File: src/rtl/cpu_traffic_gen.sv
// Per-CPU word source: tagged {cpu_index, seq} words over valid/ready,
// with LFSR-driven idle gaps and a sticky done flag.
module cpu_traffic_gen #(
  parameter int unsigned NUM_TRANSACTIONS = 1000,
  parameter int unsigned GAP_BITS = 3,
  parameter logic [15:0] LFSR_SEED = 16'hACE1
) (
  input  logic        clk,
  input  logic        rst_n,
  input  logic [31:0] cpu_index,
  input  logic        data_rdy,
  output logic        data_vld,
  output logic [63:0] data,
  output logic        transactions_done
);

  localparam int unsigned GW = (GAP_BITS > 0) ? GAP_BITS : 1;
  localparam logic [31:0] LAST = 32'(NUM_TRANSACTIONS - 1);

  typedef enum logic [1:0] {
    GAP,
    SEND,
    DONE
  } state_t;

  state_t        state;
  logic [31:0]   seq;
  logic [GW-1:0] gap_cnt;
  logic [15:0]   lfsr;
  logic          seeded;

  logic          xfer;
  logic [15:0]   seed_mix;
  logic [15:0]   seed;
  logic [15:0]   lfsr_nxt;
  logic [GW-1:0] gap_nxt;
  logic          gap_end;

  assign xfer     = data_vld & data_rdy;
  assign seed_mix = LFSR_SEED ^ cpu_index[15:0];
  assign seed     = (seed_mix == 16'h0) ? LFSR_SEED : seed_mix;
  assign lfsr_nxt = {lfsr[14:0],
                     lfsr[15] ^ lfsr[13] ^ lfsr[12] ^ lfsr[10]};
  assign gap_nxt  = (GAP_BITS == 0) ? '0 : lfsr[GW-1:0];

  // The counter holds the idle cycles still to spend; launching on 1
  // keeps a loaded gap of k at exactly k idle cycles.
  assign gap_end  = (gap_cnt <= GW'(1));

  always_ff @(posedge clk or negedge rst_n) begin
    if (!rst_n) begin
      state             <= GAP;
      seq               <= '0;
      gap_cnt           <= '0;
      lfsr              <= LFSR_SEED;
      seeded            <= 1'b0;
      data_vld          <= 1'b0;
      data              <= '0;
      transactions_done <= 1'b0;
    end else begin
      unique case (state)
        GAP: begin
          if (gap_end) begin
            state    <= SEND;
            data_vld <= 1'b1;
            data     <= {cpu_index, seq};
            gap_cnt  <= '0;
            if (!seeded) begin
              lfsr   <= seed;
              seeded <= 1'b1;
            end
          end else begin
            gap_cnt <= gap_cnt - GW'(1);
          end
        end
        SEND: begin
          if (xfer) begin
            if (seq == LAST) begin
              state             <= DONE;
              data_vld          <= 1'b0;
              transactions_done <= 1'b1;
            end else begin
              seq  <= seq + 32'd1;
              lfsr <= lfsr_nxt;
              if (gap_nxt == '0) begin
                data <= {cpu_index, seq + 32'd1};
              end else begin
                gap_cnt  <= gap_nxt;
                data_vld <= 1'b0;
                state    <= GAP;
              end
            end
          end
        end
        DONE: begin
          data_vld <= 1'b0;
        end
        default: begin
          state <= GAP;
        end
      endcase
    end
  end

endmodule

File: config.mk
export PLATFORM = sky130hd
export DESIGN_NAME = cpu_traffic_gen
export DESIGN_NICKNAME = d
export VERILOG_FILES = /design/src/rtl/cpu_traffic_gen.sv
export SDC_FILE = /design/constraint.sdc
export NUM_CORES = 1
export LEC_CHECK = 0
export CORE_ASPECT_RATIO = 1.2
export CORE_MARGIN = 2
export CORE_UTILIZATION = 40
export DETAILED_ROUTE_END_ITERATION = 8
export HOLD_SLACK_MARGIN = 0.02
export PLACE_DENSITY = 0.66
export SLEW_MARGIN = 5
export SYNTH_ARGS = -nofsm -noshare
export SYNTH_HDL_FRONTEND = slang
export SYNTH_SLANG_ARGS = --single-unit
File: constraint.sdc
create_clock -name clk -period 5.6 [get_ports clk]
set_input_delay 1.12 -clock clk [delete_from_list [all_inputs] [get_ports clk]]
set_output_delay 1.12 -clock clk [all_outputs]
set_load 0.005 [all_outputs]
==> flow_metrics.py, run 1 <==
metrics = {
    "run": {
        "maxCapViolations": 0,
    },
    "clocking": {
        "cts-buffers-inserted": 17,
        "ctsResizeCount": 0,
        "clock-sinks": 120,
        "hold_buffers": 0,
        "root_buffer": "clkbuf_16",
        "cts_buffer_depth": 2,
        "clk_pin_slew_worst_paths_ns": 0.06,
        "clk_latency_ns": 0.42,
        "post_cts_buffers": 0,
        "ctsHtreeMaxLevel": 4,
        "cts_tree": "done",
    },
    "placement": {
        "place_hpwl_um": 9042,
        "place_area_um2": 7082,
        "dp_slack_ns": 1.982,
        "place_congestion": 0.8612,
        "port-buffer-count": 100,
    },
    "synthesis": {
        "ys_ff_latch": 120,
        "syn_inst": 504,
        "ys.flop_type": "dfrtp_1",
        "synth-async-reset-ratio_pct": 100.0,
        "synth_seq_area_share_pct": 50.49,
        "avgSynthCellArea_um2": 11.84,
        "synth_edf_count": 0,
        "ys_types": 49,
        "netlist_area_um2": 5967,
        "syn_nets": 546,
        "synth_warnings": 0,
    },
    "die": {
        "ios": 101,
        "core-area_um2": 14470,
        "die_h_um": 137.8,
        "dieArea_um2": 15910,
        "dieWidth_um": 115.5,
        "start_util_pct": 41.23,
        "std_cell_rows": 48,
    },
    "route": {
        "wire_per_inst_um": 16.20,
        "antenna_left": 0,
        "drt_first_pass_iters": 5,
        "wirelength_um": 13120,
        "drtIter0Drc": 186,
        "num_vias": 4176,
        "drc": 0,
        "viasPerCell": 5.156,
    },
    "critical_path": {
        "rrSetupSlack_ns": 2.52,
        "crit_end": "data[18]$_DFFE_PN0P_",
        "r2r-start": "state[1]$_DFFE_PN0P_",
        "setup.worst_path.end_class": "register",
        "crit_path_top_delay_cell": "nor4_1",
        "critPathLaunchType": "register",
        "worstPathRequired_ns": 5.90,
        "cp.arrival_ns": 3.38,
        "r2r-end": "data[18]$_DFFE_PN0P_",
        "cp_common_cell": "inv_1",
        "cp_max_fo": 14,
        "crit_start": "state[1]$_DFFE_PN0P_",
        "critPathKind": "register to register",
        "r2r_cells": 8,
        "max_stage_delay_ns": 1.13,
        "path_cells": "inv_1, ha_1, inv_1, nor4_1, buf_4, nand3_1, xnor2_1, mux2_1",
    },
    "pwr": {
        "p_leak_uw": 0.003286,
        "power_per_cell_area_nw_per_um2": 493.0,
        "vdd_ir_drop_max_uv": 300.1,
    },
    "global_routing": {
        "grt_max_degree": 62,
        "grt-ovfl-total": 0,
        "grt_pass1_vias": 4422,
        "track_usage_pct": 18.02,
        "grt_antenna_before_repair": 0,
        "grt_pass1_wl_um": 22050,
    },
    "sta": {
        "rsz0062_at_grt": "false",
        "skew_ns": 0.007974,
        "tightest_slew_ns": 1.265,
        "period_needed_ns": 3.078,
        "finalSetupViolCount": 0,
        "finalSetupTns_ns": 0,
        "fin_ws_ns": 2.522,
        "final_max_slew_viol_count": 0,
        "min_period_over_period_pct": 54.97,
        "fmax_ghz": 0.3249,
        "slew_headroom_pct": 14.88,
        "hold_violations": 0,
    },
    "layout": {
        "antenna_cells": 0,
        "postLayoutCellArea_um2": 7780,
        "nets": 639,
        "layout-drive-gt1-share_pct": 22.13,
        "area_growth_syn_to_layout_pct": 30.38,
        "fillers": 1271,
    },
    "status": {
        "status": "finished clean",
    },
    "min_path": {
        "hold_path.class": "register to register",
    },
}
## cell type report
cell class / instances / area (µm²) / share of cell area, %
clock buffers: 20 / 466.7 / 5.999
clock inverters: 12 / 220.2 / 2.830
inverters: 13 / 48.80 / 0.6272
multi-input cells: 340 / 2745 / 35.28
flip-flops and latches: 120 / 3013 / 38.73
well taps: 200 / 250.2 / 3.216
repair buffers: 105 / 1036 / 13.32
## placed cells by master, fill, tap and decap left out, drive strengths merged, types with 13 or more instances in the layout
cell and count:
dfrtp 112, mux2 86, nor3 14, nand4 20, clkdlybuf4s50 99, nand2 44
nand3 21, inv 13, xnor2 52, clkbuf 20
## metal layers
metal / wire [µm] / share of wire, % / vias up / global-route usage (%)
met4: 209 / 1.6 / 0 / 6.961
met2: 6719 / 51 / 118 / 29.95
met5: 0 / 0 / - / 0
li1: - / - / 1974 / -
met3: 762 / 5.8 / 17 / 6.115
met1: 5429 / 41 / 2067 / 21.47
## synthesized netlist by cell type (all sizes together), types with 2 or more instances
cell type  number  area, µm²
a211o           2      17.52
buf            12      100.1
inv            13      48.80
nand2          44      165.2
a21oi           2      10.01
o21a            3      22.52
mux2i           2      20.02
o221ai          2      17.52
clkbuf         19      71.32
and4            2      17.52
nand4          20      125.1
nor2           12      45.04
nor4           12      75.07
or4             4      33.78
a21o            2      15.01
dfstp           8      210.2
o32ai           2      36.29
xnor2          52      455.4
or2             2      12.51
dfrtp         112       2803
and2            3      18.77
xor2           12      105.1
o31ai           2      15.01
and3            8      50.05
a2bb2oi         7      61.31
a22o            3      26.28
mux2           86       1006
nand3          21      105.1
o21ai           5      36.29
nor3           14      75.07
ha              7      87.58
## stage by stage
stage               instances  total power [µW]  hold WS, ns  utilization [%]
floorplan                 504              2120       0.4294                -
detailed placement        778              2593       0.4495            48.93
finish                    810              3836       0.4630            53.75
CTS                       810              3883       0.4612            53.67
global route              810              4059       0.4894            53.75
global placement          778              2549       0.4420            48.93
## worst min path at each step
stage	to	slack [ns]	start	cells past startpoint
floorplan	seeded$_DFFE_PN0P_	0.43	seeded$_DFFE_PN0P_	1
global placement	seeded$_DFFE_PN0P_	0.44	seeded$_DFFE_PN0P_	1
detailed placement	seeded$_DFFE_PN0P_	0.45	seeded$_DFFE_PN0P_	1
CTS	seeded$_DFFE_PN0P_	0.46	seeded$_DFFE_PN0P_	1
global route	seeded$_DFFE_PN0P_	0.49	seeded$_DFFE_PN0P_	1
finish	seeded$_DFFE_PN0P_	0.46	seeded$_DFFE_PN0P_	1
## state kept, by name (all words and copies together), names as in the netlist
name,count
seeded,1
lfsr,16
state,2
data,64
seq,32
transactions_done,1
gap_cnt,3
data_vld,1
## report_power, final
part	leakage, µW	internal [µW]	switching, µW
sequential	0.00153	1130	154
clock	0.000324	867	396
combinational	0.00144	747	543
total	0.00329	2740	1090
## worst max-delay path: cells and delay by family (launching register included)
kind          cells  cell delay, ns
simple gates      2            1.24
buf+inv           3            0.66
flops             1            0.40
mux               1            0.30
xor+xnor          1            0.19
fa+ha+maj         1            0.18
## kinds of logic after synthesis
logic type / count (synthesis) / share of synthesized area (%)
adder cells (fa/ha/maj): 7 / 1.468
buffers and inverters: 44 / 3.690
multiplexers: 88 / 17.19
AO/OA/AOI/OAI: 35 / 5.033
flip-flops: 120 / 50.49
AND/OR/NAND/NOR: 146 / 12.73
XOR/XNOR: 64 / 9.394
Power figures use the tool's default switching activity.
==> run 2: changes to the inputs <==
PLACE_DENSITY = 0.68   (was 0.66)
clock period = 2.7 ns   (was 5.6 ns; I/O delays follow)
==> run 2 against run 1 <==
  * Sequential power is 110% higher
  * Critical path depth down 2
  * Setup slack got worse by 2.3 ns
  * Clock-buffer cell count down 2
  * Cell area up 1.3%
  * Worst hold slack worse by 0.36 ns
  * Sequential cell count unchanged
  * Register-to-register slack got worse by 2.3 ns
  * Final cell count grew 2.6%
  * Clock power up 76%
==> flow_metrics.py, run 2 (synthesis gave the netlist of run 1 again) <==
metrics = {
    "layout": {
        "layout_commonest_cell": "dfrtp_1",
        "final_cell_mix": "dfrtp_1 (112), clkdlybuf4s50_1 (99), mux2_2 (71)",
        "regMostFlops": "data",
        "top_regs": "data: 64 flops, seq: 32 flops, lfsr: 16 flops",
        "regArea_um2": 3013,
        "largest_reg_flops": 64,
        "fillers": 1289,
        "area_growth_syn_to_layout_pct": 32.06,
        "layout-drive-gt1-share_pct": 24.41,
        "antenna_cells": 0,
        "multi_input_area_um2": 2734,
        "nets": 660,
    },
    "die": {
        "dieArea_um2": 15910,
        "std_cell_rows": 48,
        "ios": 101,
        "die_h_um": 137.8,
        "dieWidth_um": 115.5,
        "start_util_pct": 41.23,
        "core-area_um2": 14470,
    },
    "route": {
        "wl_met3_um": 716,
        "wire_per_inst_um": 15.68,
        "wl_met1_um": 5469,
        "top_layer": "met4",
        "drt_first_pass_iters": 4,
        "drc": 0,
        "drtIter0Drc": 147,
        "antenna_left": 0,
        "wirelength_um": 13030,
        "dr_wl_met2_um": 6597,
        "num_vias": 4267,
        "viasPerCell": 5.135,
    },
    "clocking": {
        "clock-sinks": 120,
        "clk_latency_ns": 0.42,
        "cts_tree": "done",
        "root_buffer": "clkbuf_16",
        "clk_pin_slew_worst_paths_ns": 0.06,
        "cts-buffers-inserted": 17,
        "hold_buffers": 0,
        "ctsHtreeMaxLevel": 4,
        "ctsResizeCount": 0,
        "cts_buffer_depth": 2,
        "post_cts_buffers": 0,
    },
    "critical_path": {
        "critPathKind": "register to register",
        "worstPathRequired_ns": 3.00,
        "setup.worst_path.end_class": "register",
        "r2r_cells": 6,
        "rrSetupSlack_ns": 0.27,
        "path_cells": "or4_1, or4_4, nor3_2, a211o_1, buf_12, mux2_2",
        "cp.arrival_ns": 2.74,
        "r2r-start": "seq[23]$_DFFE_PN0P_",
        "max_stage_delay_ns": 0.54,
        "cp_max_fo": 16,
        "crit_path_top_delay_cell": "or4_1",
        "path_buf_inv": 1,
        "r2r-end": "lfsr[12]$_DFFE_PN0P_",
        "crit_family": "simple AND/OR/NAND/NOR gates",
        "critPathLaunchType": "register",
    },
    "pwr": {
        "p_leak_uw": 0.003362,
        "power_per_cell_area_nw_per_um2": 977.2,
        "vdd_ir_drop_max_uv": 646.2,
    },
    "placement": {
        "place_congestion": 0.8768,
        "dp_slack_ns": 0.1728,
        "port-buffer-count": 100,
        "place_hpwl_um": 9386,
    },
    "global_routing": {
        "grt_antenna_before_repair": 0,
        "grt_pass1_vias": 4510,
        "track_usage_pct": 17.88,
        "grt_max_degree": 52,
        "grt_pass1_wl_um": 21920,
        "grt-ovfl-total": 0,
    },
    "sta": {
        "slew_headroom_pct": 58.49,
        "hold_violations": 0,
        "period_needed_ns": 2.433,
        "rsz0062_at_grt": "false",
        "tightest_slew_ns": 0.6179,
        "finalSetupTns_ns": 0,
        "final_max_slew_viol_count": 0,
        "min_period_over_period_pct": 90.12,
        "fmax_ghz": 0.4110,
        "skew_ns": 0.005695,
        "fin_ws_ns": 0.2668,
        "finalSetupViolCount": 0,
    },
    "min_path": {
        "hold_path.class": "primary input to async pin",
    },
    "run": {
        "maxCapViolations": 0,
    },
    "status": {
        "status": "finished clean",
    },
}
==> run 2: changes by cell type in the layout (fill, tap and decap cells not counted) <==
cell / delta
buf_4: +17
buf_12: +4
bufinv_16: -4
clkinv_4: +4
clkbuf_8: -2
clkinvlp_4: +1
inv_6: +1
nor3_1: +1
nor3_2: -1
nor4_1: +1
nor4_2: -1
==> run 2: cell type report <==
class	count	area share, %
multi-input combinational	340	34.69
inverter	13	0.6192
clock buffer	18	5.573
clock inverter	14	1.921
timing repair buffer	126	15.78
sequential	120	38.23
tap	200	3.176
==> run 2: worst max-delay path by stage <==
stage	slack, ns	start	to	depth (start not counted)
5_1_grt	0.17	seq[22]$_DFFE_PN0P_	gap_cnt[1]$_DFFE_PN0P_	6
6_report	0.27	seq[23]$_DFFE_PN0P_	lfsr[12]$_DFFE_PN0P_	6
4_1_cts	0.26	seq[23]$_DFFE_PN0P_	lfsr[12]$_DFFE_PN0P_	6
2_1_floorplan	0.12	seq[23]$_DFFE_PN0P_	lfsr[12]$_DFFE_PN0P_	8
3_3_place_gp	0.21	data_rdy	data[17]$_DFFE_PN0P_	6
3_5_place_dp	0.17	data_rdy	data[26]$_DFFE_PN0P_	6
==> run 2: worst register-to-register path, stage by stage (launching register included) <==
cell	delay, ns
dfrtp_1	0.39
or4_1	0.54
or4_4	0.54
nor3_2	0.17
a211o_1	0.17
buf_12	0.16
mux2_2	0.35
==> run 2: power breakdown <==
part	internal (µW)	total [µW]	switching [µW]
clock network	1380	2220	842
registers	2340	2660	324
logic	1670	2810	1140
total	5390	7700	2310
==> run 2: stage by stage <==
step                      util, %  instances  total power, µW  area, µm²  hold WS (ns)
after global routing        54.44        831             8166       7880        0.1243
final                       54.44        831             7700       7880        0.1067
after detailed placement    50.36        799             5525       7289        0.4595
after CTS                   54.44        831             7808       7880        0.1076
after global placement      50.36        799             5434       7289        0.4425
after floorplan                 -        504             4398       5967        0.2444
==> run 2: metal layers <==
layer  vias to the layer above  global-route usage (%)
li1                       2027                       -
met1                      2103                   20.95
met2                       116                   29.89
met3                        21                   6.203
met4                         0                   7.229
met5                         -                       0
